### src/rtl/seg7_pkg.sv
// Shared types and the fixed hex font for the seven-segment scan driver.
// Segment bit 0 is segment a, bit 6 is segment g.
package seg7_pkg;

  typedef logic [6:0] seg_t;

  typedef struct packed {
    logic       blank;
    logic       dp;
    logic [3:0] data;
  } digit_t;

  localparam seg_t BLANK_SEG = 7'h00;

  localparam digit_t DIGIT_RESET = '{blank: 1'b1, dp: 1'b0, data: 4'h0};

  // 0-9, A, b, C, d, E, F
  localparam seg_t SEG_FONT [16] = '{
    7'h3F, 7'h06, 7'h5B, 7'h4F, 7'h66, 7'h6D, 7'h7D, 7'h07,
    7'h7F, 7'h6F, 7'h77, 7'h7C, 7'h39, 7'h5E, 7'h79, 7'h71
  };

  // One spare address bit so out-of-range indices are representable and can be ignored.
  function automatic int addr_width(input int num_digits);
    return $clog2(num_digits) + 1;
  endfunction

endpackage

### src/rtl/seg7_scan_mux_if.sv
// Digit write bus of the scan driver: one digit per cycle, no handshake.
interface seg7_scan_mux_if
  import seg7_pkg::*;
#(
  parameter int unsigned NUM_DIGITS = 4
) ();

  localparam int AddrW = addr_width(NUM_DIGITS);

  logic             wr_en;
  logic [AddrW-1:0] wr_addr;
  logic [3:0]       wr_data;
  logic             wr_dp;
  logic             wr_blank;

  modport master (
    output wr_en,
    output wr_addr,
    output wr_data,
    output wr_dp,
    output wr_blank
  );

  modport slave (
    input wr_en,
    input wr_addr,
    input wr_data,
    input wr_dp,
    input wr_blank
  );

endinterface

### src/rtl/seg7_hex_decode.sv
// Combinational hex nibble to seven-segment pattern lookup.
module seg7_hex_decode
  import seg7_pkg::*;
(
  input  logic [3:0] hex_i,
  output seg_t       seg_o
);

  assign seg_o = SEG_FONT[hex_i];

endmodule

### src/rtl/seg7_scan_mux.sv
// Time-multiplexed seven-segment driver: per-digit storage, shadowed scan, PWM brightness,
// dead time at each slot start and optional output inversion for common-anode boards.
module seg7_scan_mux
  import seg7_pkg::*;
#(
  parameter int unsigned NUM_DIGITS  = 4,
  parameter int unsigned SLOT_LOG2   = 10,
  parameter int unsigned PWM_BITS    = 3,
  parameter int unsigned DEAD_CYCLES = 2,
  parameter bit          ACTIVE_LOW  = 1'b0
) (
  input  logic                  clk,
  input  logic                  rst_n,
  input  logic                  ena,
  seg7_scan_mux_if.slave        wr,
  input  logic [PWM_BITS-1:0]   brightness,
  output logic [6:0]            seg_out,
  output logic                  dp_out,
  output logic [NUM_DIGITS-1:0] dig_sel,
  output logic                  slot_tick
);

  localparam int AddrW = addr_width(NUM_DIGITS);
  localparam int IdxW  = $clog2(NUM_DIGITS);

  digit_t                digit_q [NUM_DIGITS];
  digit_t                digit_d [NUM_DIGITS];
  digit_t                shadow_q, shadow_d;
  logic [SLOT_LOG2-1:0]  cnt_q, cnt_d;
  logic [IdxW-1:0]       idx_q, idx_d;

  logic [6:0]            seg_q, seg_d;
  logic                  dp_q, dp_d;
  logic [NUM_DIGITS-1:0] sel_q, sel_d;
  logic                  tick_q, tick_d;

  logic                  wrap;
  logic                  on_d;
  logic [PWM_BITS-1:0]   ph_d;
  seg_t                  font_seg;

  // Writes land regardless of ena; out-of-range indices are dropped.
  always_comb begin
    digit_d = digit_q;
    if (wr.wr_en && (wr.wr_addr < AddrW'(NUM_DIGITS))) begin
      digit_d[wr.wr_addr[IdxW-1:0]] = '{blank: wr.wr_blank, dp: wr.wr_dp, data: wr.wr_data};
    end
  end

  assign wrap = (cnt_q == {SLOT_LOG2{1'b1}});

  // The shadow copies the pre-write digit register, so a same-cycle write waits a visit.
  always_comb begin
    cnt_d    = cnt_q;
    idx_d    = idx_q;
    shadow_d = shadow_q;
    tick_d   = 1'b0;
    if (ena) begin
      cnt_d = cnt_q + SLOT_LOG2'(1);
      if (wrap) begin
        idx_d    = (idx_q == IdxW'(NUM_DIGITS - 1)) ? '0 : idx_q + IdxW'(1);
        shadow_d = digit_q[idx_d];
        tick_d   = 1'b1;
      end
    end
  end

  seg7_hex_decode u_decode (
    .hex_i (shadow_d.data),
    .seg_o (font_seg)
  );

  // Outputs are computed from next state so the registered pins line up with cnt_q.
  assign ph_d = cnt_d[SLOT_LOG2-1 -: PWM_BITS];
  assign on_d = ena && (cnt_d >= SLOT_LOG2'(DEAD_CYCLES)) && (ph_d <= brightness);

  always_comb begin
    seg_d = BLANK_SEG;
    dp_d  = 1'b0;
    sel_d = '0;
    if (on_d) begin
      sel_d = NUM_DIGITS'(1) << idx_d;
      if (!shadow_d.blank) begin
        seg_d = font_seg;
        dp_d  = shadow_d.dp;
      end
    end
    seg_d = seg_d ^ {7{ACTIVE_LOW}};
    dp_d  = dp_d ^ ACTIVE_LOW;
    sel_d = sel_d ^ {NUM_DIGITS{ACTIVE_LOW}};
  end

  always_ff @(posedge clk or negedge rst_n) begin
    if (!rst_n) begin
      digit_q  <= '{default: DIGIT_RESET};
      shadow_q <= DIGIT_RESET;
      cnt_q    <= '0;
      idx_q    <= '0;
      seg_q    <= {7{ACTIVE_LOW}};
      dp_q     <= ACTIVE_LOW;
      sel_q    <= {NUM_DIGITS{ACTIVE_LOW}};
      tick_q   <= 1'b0;
    end else begin
      digit_q  <= digit_d;
      shadow_q <= shadow_d;
      cnt_q    <= cnt_d;
      idx_q    <= idx_d;
      seg_q    <= seg_d;
      dp_q     <= dp_d;
      sel_q    <= sel_d;
      tick_q   <= tick_d;
    end
  end

  assign seg_out   = seg_q;
  assign dp_out    = dp_q;
  assign dig_sel   = sel_q;
  assign slot_tick = tick_q;

endmodule

### src/flat_wrapper.sv
// flat-port wrapper written by rule: the top's interface ports become plain ports
module seg7_scan_mux_flat import seg7_pkg::*;
#(
  parameter int unsigned NUM_DIGITS  = 4,
  parameter int unsigned SLOT_LOG2   = 10,
  parameter int unsigned PWM_BITS    = 3,
  parameter int unsigned DEAD_CYCLES = 2,
  parameter bit          ACTIVE_LOW  = 1'b0
)
  (clk, rst_n, ena, brightness, seg_out, dp_out, dig_sel, slot_tick, wr_wr_en, wr_wr_addr, wr_wr_data, wr_wr_dp, wr_wr_blank);
  seg7_scan_mux_if #(.NUM_DIGITS(NUM_DIGITS)) wr_i ();
  input  logic clk;
  input  logic rst_n;
  input  logic ena;
  input  logic [PWM_BITS-1:0] brightness;
  output logic [6:0] seg_out;
  output logic dp_out;
  output logic [NUM_DIGITS-1:0] dig_sel;
  output logic slot_tick;
  input wire logic [$bits(wr_i.wr_en)-1:0] wr_wr_en;
  input wire logic [$bits(wr_i.wr_addr)-1:0] wr_wr_addr;
  input wire logic [$bits(wr_i.wr_data)-1:0] wr_wr_data;
  input wire logic [$bits(wr_i.wr_dp)-1:0] wr_wr_dp;
  input wire logic [$bits(wr_i.wr_blank)-1:0] wr_wr_blank;
  assign wr_i.wr_en = wr_wr_en;
  assign wr_i.wr_addr = wr_wr_addr;
  assign wr_i.wr_data = wr_wr_data;
  assign wr_i.wr_dp = wr_wr_dp;
  assign wr_i.wr_blank = wr_wr_blank;
  seg7_scan_mux #(.NUM_DIGITS(NUM_DIGITS), .SLOT_LOG2(SLOT_LOG2), .PWM_BITS(PWM_BITS), .DEAD_CYCLES(DEAD_CYCLES), .ACTIVE_LOW(ACTIVE_LOW)) u_core (.clk(clk), .rst_n(rst_n), .ena(ena), .wr(wr_i), .brightness(brightness), .seg_out(seg_out), .dp_out(dp_out), .dig_sel(dig_sel), .slot_tick(slot_tick));
endmodule
### config.mk
export PLATFORM = sky130hd
export DESIGN_NAME = seg7_scan_mux_flat
export DESIGN_NICKNAME = d
export VERILOG_FILES = /design/src/rtl/seg7_pkg.sv /design/src/rtl/seg7_scan_mux_if.sv /design/src/rtl/seg7_hex_decode.sv /design/src/rtl/seg7_scan_mux.sv /design/src/flat_wrapper.sv
export SDC_FILE = /design/constraint.sdc
export NUM_CORES = 1
export LEC_CHECK = 0
export ABC_AREA = 1
export BUFFER_PORTS_ARGS = -buffer_cell sky130_fd_sc_hd__buf_2
export CAP_MARGIN = 20
export CORE_MARGIN = 8
export CORE_UTILIZATION = 30
export CTS_BUF_LIST = sky130_fd_sc_hd__clkbuf_16
export DETAILED_ROUTE_END_ITERATION = 8
export PLACE_DENSITY = 0.42
export SLEW_MARGIN = 20
export SYNTH_ARGS = -nofsm -noshare
export SYNTH_HDL_FRONTEND = slang
export SYNTH_SLANG_ARGS = --single-unit
### constraint.sdc
create_clock -name clk -period 3 [get_ports clk]
set_clock_uncertainty 0.2 [all_clocks]
set_input_delay 0.3 -clock clk [delete_from_list [all_inputs] [get_ports clk]]
set_output_delay 0.3 -clock clk [all_outputs]
set_load 0.02 [all_outputs]
==> reports/metrics.sh <==
STATUS='finished clean'
GLOBALROUTE.TOTALOVERFLOW=0
FINAL_NET_COUNT=412
TNS_PS=0
FP.DIEH_UM=113
INTERNAL_POWER_mW=1.78
ROUTED_WIRELENGTH_UM=6250
CLOCK_POWER_SHARE_PCT=21.8
ROW_COUNT=35
POST-CTS-SETUP-BUFFER-COUNT=0
NUMBER_OF_CELLS_PRODUCED_BY_SYNTHESIS=352
TIGHTEST_SLEW_PS=525
TIMING.HOLD.WORST.CLASS='input pin to register'
HPWL_UM=4770
SLEW_VIOL_FINAL=0
FINAL_COMMON_CELL='sky130_fd_sc_hd__nand2_1'
POWER-PER-CELL-AREA_nW_PER_UM2=913
AREA_DELTA_SYNTH_FINAL_PCT=16.1
CELLS_ON_WORST_REG2REG_PATH=13
CTSRESIZECOUNT=0
SYNTH_FLOP_CELL='sky130_fd_sc_hd__dfrtp_1'
HIGHEST_COUNT_CELLS_IN_THE_LAYOUT_IGNORING_FILL_AND_TAPS='122 x sky130_fd_sc_hd__nand2_1, 50 x sky130_fd_sc_hd__dfrtp_1, 42 x sky130_fd_sc_hd__inv_1'
YOSYSSEQAREASHARE_PCT=49.0
DIE_W_UM=113
FLOORPLAN.INITIALDENSITY_PCT=30.7
COREAREA_SQ_UM=9200
WORST-PATH-MAX-FANOUT=8
SYNTH_EDF_COUNT=0
HOLD_VIOL_FINAL=0
MIN_PERIOD_OVER_PERIOD_PCT=80.6
SLEW-LIMIT-HEADROOM_PCT=65.0
HOLD_SLACK_PS=66.8
YS_SEQ_ELEMENTS=55
ROUTE.VIAS.TOTAL=2201
CRIT_END='u_core.seg_out[1]$_DFF_PN0_'
SYNTHESIS.YOSYS.WARNINGS=0
CTS_ROOT_BUFFER='sky130_fd_sc_hd__clkbuf_16'
SETUP_VIOL=0
WORSTPATHREQUIRED_PS=3020
CRITICAL_PATH.ENDPOINT_TYPE='register'
POWER_FRAC_SEQ_PCT=36.7
CRIT-REG2REG-CAPTURE='u_core.seg_out[1]$_DFF_PN0_'
PLACE_CONGESTION=0.794
TRITONCTS.NUM_BUFFERS=5
CTS_MAX_PATH_BUFFERS=2
VIA_COUNT_OF_THE_FIRST_GLOBAL_ROUTING_PASS=2252
GRT_MAX_DEGREE=23
PATH_CLK_SLEW_PS=80
ANT_NETS=0
ANTENNA_VIOLATIONS_BEFORE_REPAIR=0
TRITONCTS_CLOCK_TREE='built'
HTREE_LEVELS=2
GRT_FIRST_PASS_WIRELENGTH_UM=11100
SYNTH_CELL_TYPES=28
REG2REG_FROM='u_core.cnt_q[0]$_DFF_PN0_'
DRC=0
LEAKAGEPOWER_nW=1.79
MAX_FREQ_GHz=0.413
POSTSYNTHAREAPERCELL_SQ_UM=8.02
DETAIL_ROUTE.VIAS_PER_CELL=4.43
CLOCK_SINKS=55
ANTENNA_CELLS_INSERTED=0
CTSHOLDBUFFERS=1
CLOCK_INSERTION_DELAY_WORST_SKEW_PS=290
SYNTHESIS.AREA_SQ_UM=2820
ROUTED_WIRE_LENGTH_PER_INSTANCE_UM=12.6
DESIGN.DIE.AREA_SQ_UM=12800
PLACE.PORT_BUFFERS=28
GRT.TOTAL_USAGE_PCT=10.6
DP.CELLS=488
POWER.SHARE.COMBINATIONAL_PCT=41.5
MAXCAPVIOLATIONS=0
WORST-ENDPOINT-ARRIVAL_PS=2440
POWER.NET_SWITCHING_mW=1.21
WORST-R2R-SETUP-SLACK_PS=580
P_TOTAL_mW=2.99
SWITCHING_POWER_SHARE_OF_THE_TOTAL_PCT=40.4
SYNTH_FP_NETS=379
IOPINCOUNT=29
WORST-SETUP-PATH-TYPE='register to register'
FINAL-INSTANCE-COUNT-EXCL-FILL=497
CRIT_PATH_START_KIND='register'
IR_DROP_V=0.000284
SYNTHARSTFLOPSHARE_PCT=100
POST_ROUTE_CELLS_DRIVE_ABOVE_1_SHARE_PCT=15.5
DRTITER0DRC=78
PERIOD_MINUS_SLACK_PS=2420
GRT_SETUP_UNREPAIRED='no'
DETAIL_ROUTE.FIRST_PASS.ITERATIONS=4
CRITICAL_PATH.STARTPOINT='u_core.cnt_q[0]$_DFF_PN0_'
==> per-stage QoR <==
stage	utilization (%)	setup WS, ps	cell area (sq um)
after floorplan	-	785	2820
after global placement	33.8	574	3100
after detailed placement	33.8	541	3100
after CTS	35.6	505	3280
after global routing	35.6	294	3280
final	35.6	581	3280
==> synth_stat cells (2+ instances only) <==
master,n,area [sq um]
sky130_fd_sc_hd__inv_1,42,158
sky130_fd_sc_hd__nand3_1,27,135
sky130_fd_sc_hd__dfstp_2,5,131
sky130_fd_sc_hd__ha_1,11,138
sky130_fd_sc_hd__o21ai_1,2,10.0
sky130_fd_sc_hd__clkbuf_1,5,18.8
sky130_fd_sc_hd__nand2_1,122,458
sky130_fd_sc_hd__dfrtp_1,50,1250
sky130_fd_sc_hd__o21ai_0,32,160
sky130_fd_sc_hd__nand3_2,2,20.0
sky130_fd_sc_hd__nor2_1,25,93.8
sky130_fd_sc_hd__nand2_4,4,45.0
sky130_fd_sc_hd__or2_2,2,12.5
sky130_fd_sc_hd__nor2_8,2,40.0
sky130_fd_sc_hd__xnor2_1,2,17.5
sky130_fd_sc_hd__inv_2,2,7.51
sky130_fd_sc_hd__buf_2,2,10.0
sky130_fd_sc_hd__nand3b_1,2,15.0
sky130_fd_sc_hd__nand4_1,4,25.0
==> power groups by stage <==
stage	combinational [mW]	clock [mW]	sequential (mW)
finish	1.24	0.653	1.10
CTS	1.27	0.679	1.10
floorplan	0.891	0	1.14
global route	1.45	0.704	1.13
global placement	1.26	0	1.12
detailed placement	1.26	0	1.11
==> kinds of logic after synthesis <==
logic type                 synth area share [%]
xor gates and xnor gates                  0.931
adders and majority gates                  4.87
buffers and inverters                      6.87
DFF                                        49.0
AOI/OAI and AO/OA                          7.00
and+or+nand+nor                            31.4
==> sequential cells by signal (all words and copies together), names as in the netlist <==
register,count
u_core.digit_q,24
u_core.slot_tick,1
u_core.cnt_q,10
u_core.seg_out,7
u_core.idx_q,2
u_core.dp_out,1
u_core.dig_sel,4
u_core.shadow_q,6
==> metal layers <==
layer	vias to the layer above	global-route usage [%]	wire length, um	share of wire [%]
li1	1166	-	-	-
met1	1007	13.8	3060	49
met2	26	17.5	2970	48
met3	2	2.18	181	2.9
met4	0	2.93	38	0.61
met5	-	0	0	0
==> critical path: stages, from the launching register on <==
cell,delay [ps]
sky130_fd_sc_hd__dfrtp_1,400
sky130_fd_sc_hd__ha_1,210
sky130_fd_sc_hd__nand2_4,80
sky130_fd_sc_hd__nor2_8,180
sky130_fd_sc_hd__nand3_4,120
sky130_fd_sc_hd__nand2_1,70
sky130_fd_sc_hd__nand2_1,40
sky130_fd_sc_hd__inv_1,100
sky130_fd_sc_hd__ha_1,250
sky130_fd_sc_hd__nand3b_1,90
sky130_fd_sc_hd__a32oi_1,60
sky130_fd_sc_hd__nor2_1,170
sky130_fd_sc_hd__nand3_2,210
sky130_fd_sc_hd__nor2_1,160
==> worst min-delay path by stage <==
| stage | startpoint | to | slack (ps) | cells after the start |
|---|---|---|---|---|
| floorplan | rst_n | u_core.cnt_q[0]$_DFF_PN0_ | -200 | 0 |
| global route | ena | u_core.cnt_q[0]$_DFF_PN0_ | 90 | 2 |
| finish | ena | u_core.cnt_q[0]$_DFF_PN0_ | 70 | 2 |
| CTS | ena | u_core.cnt_q[0]$_DFF_PN0_ | 70 | 2 |
| global placement | rst_n | u_core.cnt_q[1]$_DFF_PN0_ | 120 | 1 |
| detailed placement | rst_n | u_core.cnt_q[0]$_DFF_PN0_ | 120 | 1 |
==> cell type report <==
type	instances	area [sq um]
tap	111	139
clock buffer	5	125
multi-input combinational	246	1250
sequential	55	1380
inverter	44	165
clock inverter	3	38.8
fill	989	5920
timing repair buffer	33	180
(Power assumes the default switching activity.)
